## config.mk

```make
export PLATFORM = sky130hd
export DESIGN_NAME = dec3x8_hs
export DESIGN_NICKNAME = d
export VERILOG_FILES = /design/src/rtl/dec3x8_hs.sv
export SDC_FILE = /design/constraint.sdc
export NUM_CORES = 1
export LEC_CHECK = 0
export CAP_MARGIN = 10
export CORE_MARGIN = 4
export CORE_UTILIZATION = 49
export CTS_CLUSTER_DIAMETER = 100
export DETAILED_ROUTE_END_ITERATION = 10
export GPL_TIMING_DRIVEN = 0
export PLACE_DENSITY_LB_ADDON = 0.2
export SYNTH_ARGS = -nofsm -noshare
export SYNTH_HDL_FRONTEND = slang
export SYNTH_SLANG_ARGS = --single-unit
```

## constraint.sdc

```tcl
create_clock -name clk -period 1.8 [get_ports clk]
set_clock_uncertainty 0.1 [all_clocks]
set_input_delay 0.18 -clock clk [delete_from_list [all_inputs] [get_ports clk]]
set_output_delay 0.18 -clock clk [all_outputs]
set_load 0.02 [all_outputs]
```

## src/rtl/dec3x8_hs.sv

```systemverilog
// dec3x8_hs: handshaked, buffered 3-to-8 binary-to-one-hot decoder.
// Codes accepted on the valid/ready input are decoded on entry and stored,
// together with the original index, in a small FIFO whose head drives the
// valid/ready output. There is no combinational path from input to output.
module dec3x8_hs #(
  parameter int DEPTH   = 2,     // FIFO entries, power of two in 2..8
  parameter bit ACT_LOW = 1'b0   // 1: whole output word inverted
) (
  input  logic                     clk,
  input  logic                     rst_n,
  input  logic                     in_valid,
  output logic                     in_ready,
  input  logic [2:0]               in_code,
  input  logic                     in_en,
  output logic                     out_valid,
  input  logic                     out_ready,
  output logic [7:0]               out_onehot,
  output logic [2:0]               out_code,
  output logic [$clog2(DEPTH):0]   level
);

  localparam int             AW   = (DEPTH > 1) ? $clog2(DEPTH) : 1;
  localparam int             LW   = $clog2(DEPTH) + 1;
  localparam logic [7:0]     IDLE = ACT_LOW ? 8'hFF : 8'h00;
  localparam logic [LW-1:0]  FULL = LW'(DEPTH);

  logic [7:0]    word_mem [DEPTH];
  logic [2:0]    code_mem [DEPTH];
  logic [AW-1:0] wr_ptr;
  logic [AW-1:0] rd_ptr;
  logic [LW-1:0] level_q;
  logic [7:0]    dec_word;
  logic          push;
  logic          pop;

  // Ready/valid depend on stored occupancy only, so neither side sees a
  // combinational path through the other.
  assign in_ready  = (level_q != FULL);
  assign out_valid = (level_q != '0);
  assign push      = in_valid  && in_ready;
  assign pop       = out_valid && out_ready;
  assign level     = level_q;

  // Decode the incoming index; a disabled entry decodes to the idle word.
  always_comb begin
    // NOTE: default assignment first so no path leaves dec_word unassigned,
    // which would otherwise infer a latch.
    dec_word = 8'h00;
    if (in_en) begin
      dec_word = 8'h01 << in_code;
    end
    dec_word = dec_word ^ IDLE;
  end

  // Storage array written on accept; pointers alone define which entries
  // are live, so the contents never need clearing.
  // NOTE: the memory has no reset on purpose -- resetting an array forces it
  // into flops and adds nothing, since empty entries are never observed.
  always_ff @(posedge clk) begin
    if (push) begin
      word_mem[wr_ptr] <= dec_word;
      code_mem[wr_ptr] <= in_code;
    end
  end

  // Pointer and occupancy bookkeeping; pointers wrap naturally at DEPTH.
  always_ff @(posedge clk or negedge rst_n) begin
    if (!rst_n) begin
      // NOTE: sequential state uses non-blocking assignments so every flop
      // samples pre-edge values regardless of statement order.
      wr_ptr  <= '0;
      rd_ptr  <= '0;
      level_q <= '0;
    end else begin
      if (push) begin
        wr_ptr <= wr_ptr + AW'(1);
      end
      if (pop) begin
        rd_ptr <= rd_ptr + AW'(1);
      end
      case ({push, pop})
        2'b10:   level_q <= level_q + LW'(1);
        2'b01:   level_q <= level_q - LW'(1);
        default: level_q <= level_q;
      endcase
    end
  end

  // Head entry drives the outputs; an empty FIFO shows the idle word and 0.
  always_comb begin
    out_onehot = IDLE;
    out_code   = 3'd0;
    if (out_valid) begin
      out_onehot = word_mem[rd_ptr];
      out_code   = code_mem[rd_ptr];
    end
  end

endmodule

```

==> results of run 1 <==
==> power by group <==
part | internal, mW | switching (mW)
logic | 0.524 | 0.671
registers | 0.845 | 0.0939
clock network | 0.225 | 0.167
total | 1.59 | 0.932
==> per-stage QoR <==
step                      setup TNS (ns)  worst slack (ns)  total power, mW
after floorplan                        0            0.0506             1.65
after global placement                 0            0.0209             2.14
after detailed placement               0           0.00936             2.16
after CTS                              0          0.000103             2.48
after global routing             -0.0156           -0.0156             2.68
final                                  0            0.0629             2.53
==> layer usage <==
layer | wire length (µm) | part of all wire (%)
met1 | 827 | 43
met2 | 951 | 50
met3 | 97 | 5.1
met4 | 42 | 2.2
met5 | 0 | 0
==> final cells by class <==
class                   count  area (µm²)
well taps                  27        33.8
flip-flops and latches     26         762
inverters                   1        3.75
repair buffers             28         226
multi-input cells          48         313
fillers                   156         628
plain buffers               2        22.5
clock inverters             1        30.0
clock buffers               3        22.5
==> state kept, by name, summed over array words and instances (netlist names) <==
signal / flops
code_mem: 6
level: 2
rd_ptr: 1
word_mem: 16
wr_ptr: 1
==> cells in the final DEF, fill, tap and decap left out, types with 2 or more instances in the layout <==
cell                              Yosys  routed
sky130_fd_sc_hd__buf_4                1       4
sky130_fd_sc_hd__buf_6                1       2
sky130_fd_sc_hd__clkbuf_2             0      10
sky130_fd_sc_hd__clkbuf_4             0       3
sky130_fd_sc_hd__clkdlybuf4s50_1      0       9
sky130_fd_sc_hd__dfrtp_1              4       3
sky130_fd_sc_hd__dlygate4sd2_1        0       3
sky130_fd_sc_hd__edfxtp_1            22      22
sky130_fd_sc_hd__mux2i_1             11      11
sky130_fd_sc_hd__nand2_1              3       3
sky130_fd_sc_hd__nand2b_1             4       4
sky130_fd_sc_hd__nor2_1              20      18
sky130_fd_sc_hd__nor3_1               2       2
sky130_fd_sc_hd__xnor2_1              3       3
sky130_fd_sc_hd__xor2_1               2       2
==> cells by family after synthesis <==
logic type	share of synthesized area (%)
xor+xnor	4.03
fa+ha+maj	1.15
buf+inv	2.07
flops	70.0
mux	10.1
simple gates	12.6
==> final timing paths <==
check,startpoint,to,slack (ns)
max,rd_ptr,out_onehot[7],0.06
min,in_code[1],code_mem[1][1],0.37
max reg2reg,level[0],word_mem[0][6],0.16
min reg2reg,wr_ptr,wr_ptr,0.43
max in group asynchronous,rst_n,level[0],0.91
min in group asynchronous,rst_n,wr_ptr,0.50
==> worst reg2reg max path, cell delays in order, from the launching register on <==
cell and delay (ns):
sky130_fd_sc_hd__dfrtp_2 0.45, sky130_fd_sc_hd__nand2b_1 0.16, sky130_fd_sc_hd__nand2_1 0.12, sky130_fd_sc_hd__nor2_2 0.47
==> repair_timing <==
action / in CTS / in global routing
endpoints found under the hold margin: 4 / 0
resized for setup: 26 / 11
hold buffers: 1 / 0
endpoints found under the setup margin: 13 / 10
gates cloned: 0 / 0
buffers inserted: 0 / 5
==> key figures, run 1 <==
Run status
  • Result of the run: complete, no violations

Clocking
  • Clk pin slew, worst setup/hold paths: 0.13 ns
  • TritonCTS Buffers: 3
  • CTS tree: done
  • Clock sink total: 26
  • Number of buffers on the longest clock path: 2
  • Clock H-tree levels: 1
  • CTS Root Cell: sky130_fd_sc_hd__clkbuf_4
  • Later-pin clock latency in the skew report: 0.32 ns

Global route
  • Total grt overflow: 0
  • Most used routing layer in global routing: met2
  • Via count of the first global-routing pass: 667
  • Largest net degree at the start of global routing: 16
  • Global routing usage on met1: 18.3%
  • Fraction of met2 tracks used by global routing: 23.8%
  • Total Routing Usage GR: 14.7%
  • Global Route met3 Usage: 2.95%
  • Global-route wire length before repair: 2.97 mm
  • Number of antenna violations at the first check in global routing: 0

Floorplan
  • Initial core utilization: 53.2%
  • Cell row count: 16
  • Count of pins on the block boundary: 23
  • Area of the core region: 0.00204 mm²
  • Full die area: 0.00303 mm²
  • Die Wd: 55.1 µm
  • Vertical die dimension: 55.1 µm

Detailed routing
  • Router iterations before antenna repair: 5
  • Post-DR wirelength/cell: 14.1 µm
  • Via count: 675
  • Wirelength, routed: 1.92 mm
  • Antenna Violating Nets Remaining: 0
  • Final routed DRC violation total: 0
  • Number of DRC markers in iteration 0: 16
  • Detailed-route vias per instance: 4.96

STA
  • Actual slew at the worst max-slew pin: 0.572 ns
  • Final critical delay including setup and external delays: 1.74 ns
  • Setup-failing EPs final: 0
  • Max Fclk: 576 MHz
  • Worst-case hold slack: 0.374 ns
  • Final-report hold violation count: 0
  • Pins over their slew limit: 0
  • Part of the cycle the worst path needs: 96.5%
  • Worst rel slew slack: 61.8%

Worst hold path
  • Cells on Worst Hold Path: 1
  • Path class of the lowest-slack min-delay path: input pin to register

Setup path
  • Kind of capture point of the worst setup path: primary output
  • Crit Path Max Fanout: 3
  • WP data required: 1.52 ns
  • Crit path DAT: 1.46 ns
  • Startpoint kind of the worst setup timing path: register
  • Worst Reg2Reg Path Length in Cells: 3
  • Kind of cell adding the most delay to the critical path: buffers and inverters
  • Slowest stage delay, CP: 0.44 ns
  • Slowest cell on crit path: sky130_fd_sc_hd__dfrtp_1
  • CP bufs+invs: 2
  • Cell-by-cell trace of the critical path: buf_4, mux2i_1, nor2_1, dlygate4sd2_1
  • Critical Path Stages: 4
  • Kind of critical path: register to primary output

Yosys
  • Leading cell type by number of instances after synthesis: sky130_fd_sc_hd__edfxtp_1
  • Cell count after synthesis: 77
  • Most common flop cell mapped by yosys: sky130_fd_sc_hd__edfxtp_1
  • Post-synth top cells: sky130_fd_sc_hd__edfxtp_1 (22), sky130_fd_sc_hd__nor2_1 (20), sky130_fd_sc_hd__mux2i_1 (11)
  • Seq/Total Area, Yosys: 70.0%
  • Number of nets produced by synthesis: 86
  • Biggest area consumer among synthesized cells: sky130_fd_sc_hd__edfxtp_1
  • Seq cells post-synth: 26
  • Share of flip-flops with an asynchronous set or reset after synthesis: 15.4%
  • Main area contributors after synthesis: sky130_fd_sc_hd__edfxtp_1 (61%), sky130_fd_sc_hd__mux2i_1 (10%), sky130_fd_sc_hd__dfrtp_1 (9.2%)
  • Library cells used by synthesis: 15
  • Post-Synthesis Cell Area: 0.00109 mm²
  • Area share of the leading cell type in the synthesized netlist: 60.8%
  • Number of flops mapped to enable cells by yosys: 22
  • Post-Syn Area per Cell: 14.1 µm²
  • Count of synthesis-stage warnings from yosys: 0

Layout
  • Syn-to-layout area delta: 30.2%
  • Antenna diodes: 0
  • # nets final: 119
  • Filler-free cell count of the finished design: 136
  • Total non-filler cell area in the finished layout: 0.00141 mm²
  • Proportion of layout cells with a drive suffix above 1: 22.9%
  • Utilization after layout: 69.2%

Pwr
  • Pwr Density: 1790 mW/mm²
  • Peak supply drop: 1.53 mV
  • Static Leakage: 0.575 nW

Placed design
  • Total of buffers placed on input and output ports: 22
  • Cell count after placement: 126
  • Final RePlAce weighted congestion: 0.688
  • Total placed instance area: 0.00134 mm²
  • Final HPWL from detailed placement: 1.24 mm

Run
  • Max_cap viols: 0
(Power assumes the default switching activity.)
==> run 2, diff against run 1 <==
- CORE_UTILIZATION: 49 -> 46
- SKIP_CTS_REPAIR_TIMING: default -> 1
==> run 2 against run 1 <==
Compared with the run above:
- global-route usage shrank 3.4 points
- core utilization shrank 4.0 points
- design area grew 3.0%
- highest routed layer unchanged
- count of clock-buffer cells in the layout is the same
- sequential power is essentially flat
- largest cell class unchanged
- non-clock buffer count shrank 4
- combinational power is essentially flat
- fmax grew 2.0%
- final cell count shrank 2.2%
- critical endpoint is now out_code[1]
- largest power group unchanged
- flip-flop and latch count is the same
- die area grew 5.6%
- via count shrank 2.8%
==> key figures, run 2 (same netlist as run 1, synthesis figures left out) <==
Run status
  • Result of the run: complete, no violations

Global route
  • Global-route wire length before repair: 2.73 mm (-7.9%)
  • Largest net degree at the start of global routing: 16 (unchanged)
  • Via count of the first global-routing pass: 616 (-7.6%)
  • Total Routing Usage GR: 11.4% (-3.4 points)
  • Total grt overflow: 0 (unchanged)
  • Number of antenna violations at the first check in global routing: 0 (unchanged)

Setup path
  • Crit path DAT: 1.42 ns (-0.04 ns)
  • Startpoint kind of the worst setup timing path: register
  • CP bufs+invs: 2 (unchanged)
  • Cell-by-cell trace of the critical path: nor2_4, buf_4, nor2_1, dlymetal6s2s_1
  • Crit Path Max Fanout: 10 (+7)
  • Capture instance of the worst register-to-register path: word_mem[0][0]
  • Kind of cell adding the most delay to the critical path: flip-flops
  • Worst Reg2Reg Path Length in Cells: 3 (unchanged)
  • Kind of critical path: register to primary output
  • Worst reg-to-reg setup slack: 0.13 ns (-0.03 ns)
  • Slowest stage delay, CP: 0.48 ns (+0.04 ns)
  • WP data required: 1.52 ns (about the same)
  • Slowest cell on crit path: sky130_fd_sc_hd__dfrtp_2
  • Reg2Reg Launch Point: level[0]
  • Kind of capture point of the worst setup path: primary output

STA
  • Sum Neg Setup Slack: 0 ns (unchanged)
  • Worst-case hold slack: 0.387 ns (+0.0136 ns)
  • Final critical delay including setup and external delays: 1.70 ns (-0.0334 ns)
  • Part of the cycle the worst path needs: 94.6% (-1.9 points)
  • Worst rel slew slack: 61.1% (-0.71 points)
  • Final-report hold violation count: 0 (unchanged)
  • Setup-failing EPs final: 0 (unchanged)
  • Setup slack of the critical path after layout: 0.0963 ns (+0.0334 ns)
  • Pins over their slew limit: 0 (unchanged)
  • Actual slew at the worst max-slew pin: 0.582 ns (+0.0106 ns)
  • Max Fclk: 587 MHz (+2.0%)

Pwr
  • Cell internal power dissipation: 1.63 mW (+2.2%)
  • Sequential group share of total power: 37.2% (about the same)
  • Clk pwr share: 15.2% (-0.3 points)
  • Overall power: 2.52 mW (-0.14%)
  • P_sw: 0.893 mW (-4.2%)
  • Pwr Density: 1730 mW/mm² (-3.1%)
  • Combinational cell fraction of total power: 47.6% (+0.3 points)
  • Switching part of the total power: 35.4% (-1.5 points)
  • Static Leakage: 0.682 nW (+19%)
  • Peak supply drop: 1.20 mV (-22%)

Worst hold path
  • Path class of the lowest-slack min-delay path: input pin to register
  • Cells on Worst Hold Path: 1 (unchanged)
  • Worst-case hold path end point: code_mem[0][1]
  • Startpoint of the worst hold path: in_code[1]

Layout
  • Commonest non-fill, non-tap cell in the layout: sky130_fd_sc_hd__edfxtp_1
  • Count of filler cells inserted in the layout: 167 (+7.1%)
  • # nets final: 115 (-3.4%)
  • Max FFs per register: 16 (unchanged)
  • Antenna diodes: 0 (unchanged)
  • Proportion of layout cells with a drive suffix above 1: 11.4% (-12 points)
  • Highest-count cells in the layout ignoring fill and taps: sky130_fd_sc_hd__edfxtp_1 (22), sky130_fd_sc_hd__nor2_1 (18), sky130_fd_sc_hd__dlymetal6s2s_1 (13), sky130_fd_sc_hd__mux2i_1 (11), sky130_fd_sc_hd__clkdlybuf4s50_1 (9)
  • Syn-to-layout area delta: 34.1%
  • Filler-free cell count of the finished design: 133 (-2.2%)
  • Register with the most flip-flops: word_mem

Placed design
  • Total of buffers placed on input and output ports: 22 (unchanged)
  • Worst slack after detailed placement: -0.0251 ns (-0.0344 ns)
  • Cell count after placement: 127 (+0.79%)
  • Final RePlAce weighted congestion: 0.683 (-0.76%)
  • Final HPWL from detailed placement: 1.25 mm (+0.51%)

Clocking
  • CTS Root Cell: sky130_fd_sc_hd__clkbuf_4
  • Clk pin slew, worst setup/hold paths: 0.14 ns (about the same)
  • TritonCTS Buffers: 3 (unchanged)
  • Later-pin clock latency in the skew report: 0.31 ns (about the same)
  • CTS tree: done
  • Clock sink total: 26 (unchanged)
  • Clock H-tree levels: 1 (unchanged)
  • Number of buffers on the longest clock path: 2 (unchanged)

Detailed routing
  • Post-DR wirelength/cell: 13.6 µm (-3.5%)
  • Final routed DRC violation total: 0 (unchanged)
  • Via count: 656 (-2.8%)
  • Router iterations before antenna repair: 4 (-1)
  • Number of DRC markers in iteration 0: 7 (-9)
  • Wirelength, routed: 1.81 mm (-5.6%)
  • Detailed-route vias per instance: 4.93 (-0.62%)
  • Antenna Violating Nets Remaining: 0 (unchanged)

Floorplan
  • Count of pins on the block boundary: 23 (unchanged)
  • Initial core utilization: 48.6% (-4.6 points)
  • Vertical die dimension: 56.6 µm (+2.7%)
  • Area of the core region: 0.00223 mm² (+9.4%)
  • Full die area: 0.00320 mm² (+5.6%)
  • Cell row count: 17 (+1)
  • Die Wd: 56.6 µm (+2.7%)

Run
  • Max_cap viols: 0 (unchanged)
[run 2: cell types whose count changed in the layout (fill, tap and decap cells not counted), sizes merged]
cell          previous run  this run
buf                      7         3
dlymetal6s2s             0        13
dlygate4sd2              3         0
clkbuf                  13         3
[run 2: worst register-to-register path: stages (launching register included)]
cell,delay [ns]
sky130_fd_sc_hd__dfrtp_2,0.46
sky130_fd_sc_hd__nand2b_1,0.16
sky130_fd_sc_hd__nand2_1,0.12
sky130_fd_sc_hd__nor2_2,0.48
[run 2: worst max path at each step]
stage	startpoint	end	cells after the start	slack, ns
floorplan	level[0]	code_mem[0][0]	3	0.05
global placement	level[0]	out_code[1]	4	0.01
detailed placement	level[0]	out_onehot[1]	4	-0.03
CTS	level[0]	out_code[1]	4	-0.40
global route	level[0]	out_code[1]	4	-0.008
finish	level[0]	out_code[1]	4	0.1
[run 2: final cells by class]
class	count	area [µm²]	share of cell area (%)
plain buffers	2	18.8	1.29
clock buffers	3	22.5	1.55
clock inverters	1	30.0	2.06
inverters	1	3.75	0.258
multi-input cells	48	313	21.5
flip-flops and latches	26	763	52.4
well taps	28	35.0	2.41
repair buffers	24	270	18.6
[run 2: per-layer routing]
metal / share of wire (%) / wire length, µm / up-vias / GRT usage (%)
met3: 3.7 / 67 / 2 / 2.76
met5: 0 / 0 / - / 0
met2: 52 / 941 / 13 / 19.5
met4: 0.88 / 16 / 0 / 4.07
li1: - / - / 327 / -
met1: 43 / 785 / 314 / 13.8
[run 2: power groups by stage]
| stage | Combinational (mW) | Clock (mW) | Sequential, mW |
|---|---|---|---|
| final | 1.20 | 0.384 | 0.938 |
| after global routing | 1.29 | 0.435 | 0.954 |
| after CTS | 1.22 | 0.389 | 0.930 |
| after detailed placement | 1.22 | 0 | 0.944 |
| after global placement | 1.20 | 0 | 0.932 |
| after floorplan | 0.699 | 0 | 0.953 |
[run 2: metrics by stage]
stage | cell area, µm² | utilization [%]
after global placement | 1340 | 60.2
after detailed placement | 1340 | 60.2
after floorplan | 1090 | -
final | 1460 | 65.2
after global routing | 1460 | 65.2
after CTS | 1400 | 62.5
==> run 3, diff against run 2 <==
- CORE_UTILIZATION: 46 -> 45
==> run 3 against run 2 <==
Compared with the run above:
- sequential share of layout area up 0.78 points
- combinational power about the same
- worst setup slack worse by 0.0042 ns
- flip-flop and latch count unchanged
- core utilization down 1.7 points
- sequential power about the same
- critical path depth down 3
- final cell count unchanged
- design area down 1.6%
- global-route usage up 0.83 points
- via count down 1.7%
==> key figures, run 3 (same netlist as run 1, synthesis figures left out) <==
Setup path
  • Cell-by-cell trace of the critical path: clkdlybuf4s50_1
  • Crit path DAT: 1.43 ns (about the same)
  • Slowest cell on crit path: sky130_fd_sc_hd__clkdlybuf4s50_1
  • Kind of cell adding the most delay to the critical path: buffers and inverters
  • Kind of capture point of the worst setup path: primary output
  • CP bufs+invs: 1 (-1)
  • Kind of critical path: register to primary output
  • Crit Path Max Fanout: 4 (-6)
  • Slowest stage delay, CP: 0.64 ns (+0.16 ns)
  • Startpoint kind of the worst setup timing path: register
  • WP data required: 1.52 ns (about the same)

STA
  • Setup-failing EPs final: 0 (unchanged)
  • Max Fclk: 586 MHz (-0.24%)
  • Actual slew at the worst max-slew pin: 0.569 ns (-0.0136 ns)
  • Final-report hold violation count: 0 (unchanged)
  • Worst-case hold slack: 0.394 ns (+0.00703 ns)
  • Final critical delay including setup and external delays: 1.71 ns (+0.00418 ns)
  • Part of the cycle the worst path needs: 94.9% (+0.23 points)
  • Worst rel slew slack: 62.0% (+0.91 points)
  • RSZ-0062 raised after global routing: no
  • Pins over their slew limit: 0 (unchanged)

Layout
  • Total non-filler cell area in the finished layout: 0.00143 mm² (-1.6%)
  • Antenna diodes: 0 (unchanged)
  • Commonest non-fill, non-tap cell in the layout: sky130_fd_sc_hd__edfxtp_1
  • # nets final: 115 (unchanged)
  • Filler-free cell count of the finished design: 133 (unchanged)
  • Syn-to-layout area delta: 31.9%
  • Proportion of layout cells with a drive suffix above 1: 9.52% (-1.9 points)
  • Utilization after layout: 63.5% (-1.7 points)
  • Highest-count cells in the layout ignoring fill and taps: sky130_fd_sc_hd__edfxtp_1 (22), sky130_fd_sc_hd__nor2_1 (18), sky130_fd_sc_hd__dlymetal6s2s_1 (13), sky130_fd_sc_hd__mux2i_1 (11), sky130_fd_sc_hd__clkdlybuf4s50_1 (9)
  • Register with the most flip-flops: word_mem
  • Max FFs per register: 16 (unchanged)

Clocking
  • TritonCTS Buffers: 3 (unchanged)
  • Clock H-tree levels: 1 (unchanged)
  • Clk pin slew, worst setup/hold paths: 0.13 ns (about the same)
  • CTS tree: done
  • Clock sink total: 26 (unchanged)
  • Later-pin clock latency in the skew report: 0.31 ns (about the same)
  • Number of buffers on the longest clock path: 2 (unchanged)
  • CTS Root Cell: sky130_fd_sc_hd__clkbuf_4

Pwr
  • Static Leakage: 0.671 nW (-1.6%)
  • Switching part of the total power: 37.6% (+2.3 points)
  • Pwr Density: 1680 mW/mm² (-3.3%)
  • Clk pwr share: 10.4% (-4.8 points)
  • Peak supply drop: 1.04 mV (-14%)
  • P_sw: 0.903 mW (+1.2%)
  • Sequential group share of total power: 39.1% (+1.9 points)
  • Combinational cell fraction of total power: 50.6% (+3.0 points)
  • Cell internal power dissipation: 1.50 mW (-8.2%)

Floorplan
  • Full die area: 0.00326 mm² (+1.9%)
  • Initial core utilization: 48.2% (-0.46 points)
  • Vertical die dimension: 57.1 µm (+0.95%)
  • Count of pins on the block boundary: 23 (unchanged)
  • Area of the core region: 0.00225 mm² (+0.95%)
  • Die Wd: 57.1 µm (+0.95%)
  • Cell row count: 17 (unchanged)

Global route
  • Number of antenna violations at the first check in global routing: 0 (unchanged)
  • Total Routing Usage GR: 12.2% (+0.83 points)
  • Largest net degree at the start of global routing: 15 (-1)
  • Global Route met3 Usage: 2.94% (+0.18 points)
  • Most used routing layer in global routing: met2
  • Total grt overflow: 0 (unchanged)
  • Fraction of met2 tracks used by global routing: 20.6% (+1.1 points)
  • Global-route wire length before repair: 3.01 mm (+10%)
  • Global routing usage on met1: 14.5% (+0.76 points)
  • Via count of the first global-routing pass: 676 (+9.7%)

Placed design
  • Total placed instance area: 0.00134 mm² (unchanged)
  • Final HPWL from detailed placement: 1.31 mm (+4.7%)
  • Final RePlAce weighted congestion: 0.744 (+9.0%)
  • Cell count after placement: 127 (unchanged)
  • Total of buffers placed on input and output ports: 22 (unchanged)

Detailed routing
  • Wirelength, routed: 1.95 mm (+7.7%)
  • Via count: 645 (-1.7%)
  • Antenna Violating Nets Remaining: 0 (unchanged)
  • Detailed-route vias per instance: 4.85 (-1.7%)
  • Post-DR wirelength/cell: 14.7 µm (+7.7%)
  • Number of DRC markers in iteration 0: 12 (+5)
  • Final routed DRC violation total: 0 (unchanged)
  • Router iterations before antenna repair: 4 (unchanged)

Run status
  • Result of the run: complete, no violations

Run
  • Max_cap viols: 0 (unchanged)

Worst hold path
  • Path class of the lowest-slack min-delay path: input pin to register
-- run 3: stage by stage --
stage	setup TNS (ns)	total power [mW]	setup WS (ns)
after floorplan	0	1.65	0.0506
after global placement	-0.405	2.15	-0.0513
after detailed placement	-0.165	2.16	-0.0208
after CTS	-4.35	2.40	-0.401
after global routing	0	2.56	0.00294
final	0	2.40	0.0921
-- run 3: final timing paths --
path | start | endpoint | slack, ns | depth (start not counted)
worst max-delay path | level[1] | level[1] | 0.09 | 1
worst min-delay path | in_code[1] | code_mem[1][1] | 0.39 | 1
worst max register to register | level[0] | word_mem[0][6] | 0.12 | 3
worst min register to register | wr_ptr | wr_ptr | 0.43 | 1
max in group asynchronous | rst_n | level[0] | 0.90 | 2
min in group asynchronous | rst_n | wr_ptr | 0.52 | 2
-- run 3: layout make-up --
type                            instances  area [µm²]
Fill cell                             197         822
Sequential cell                        26         762
Multi-Input combinational cell         48         313
Timing Repair Buffer                   24         270
Tap cell                               28        35.0
Clock buffer                            4        26.3
Buffer                                  2        22.5
Inverter                                1        3.75
-- run 3: metal layers --
layer  up-vias  part of all wire [%]  wire length [µm]
met1       303                    43               841
li1        326                     -                 -
met3         2                   4.6                90
met5         -                     0                 0
met4         0                  0.62                12
met2        14                    52              1010
-- run 3: power by group through the flow --
stage	registers, mW	clock network [mW]	logic (mW)
2_1_floorplan	0.953	0	0.699
3_3_place_gp	0.937	0	1.21
3_5_place_dp	0.945	0	1.21
4_1_cts	0.931	0.249	1.22
5_1_grt	0.956	0.278	1.32
6_report	0.938	0.248	1.21
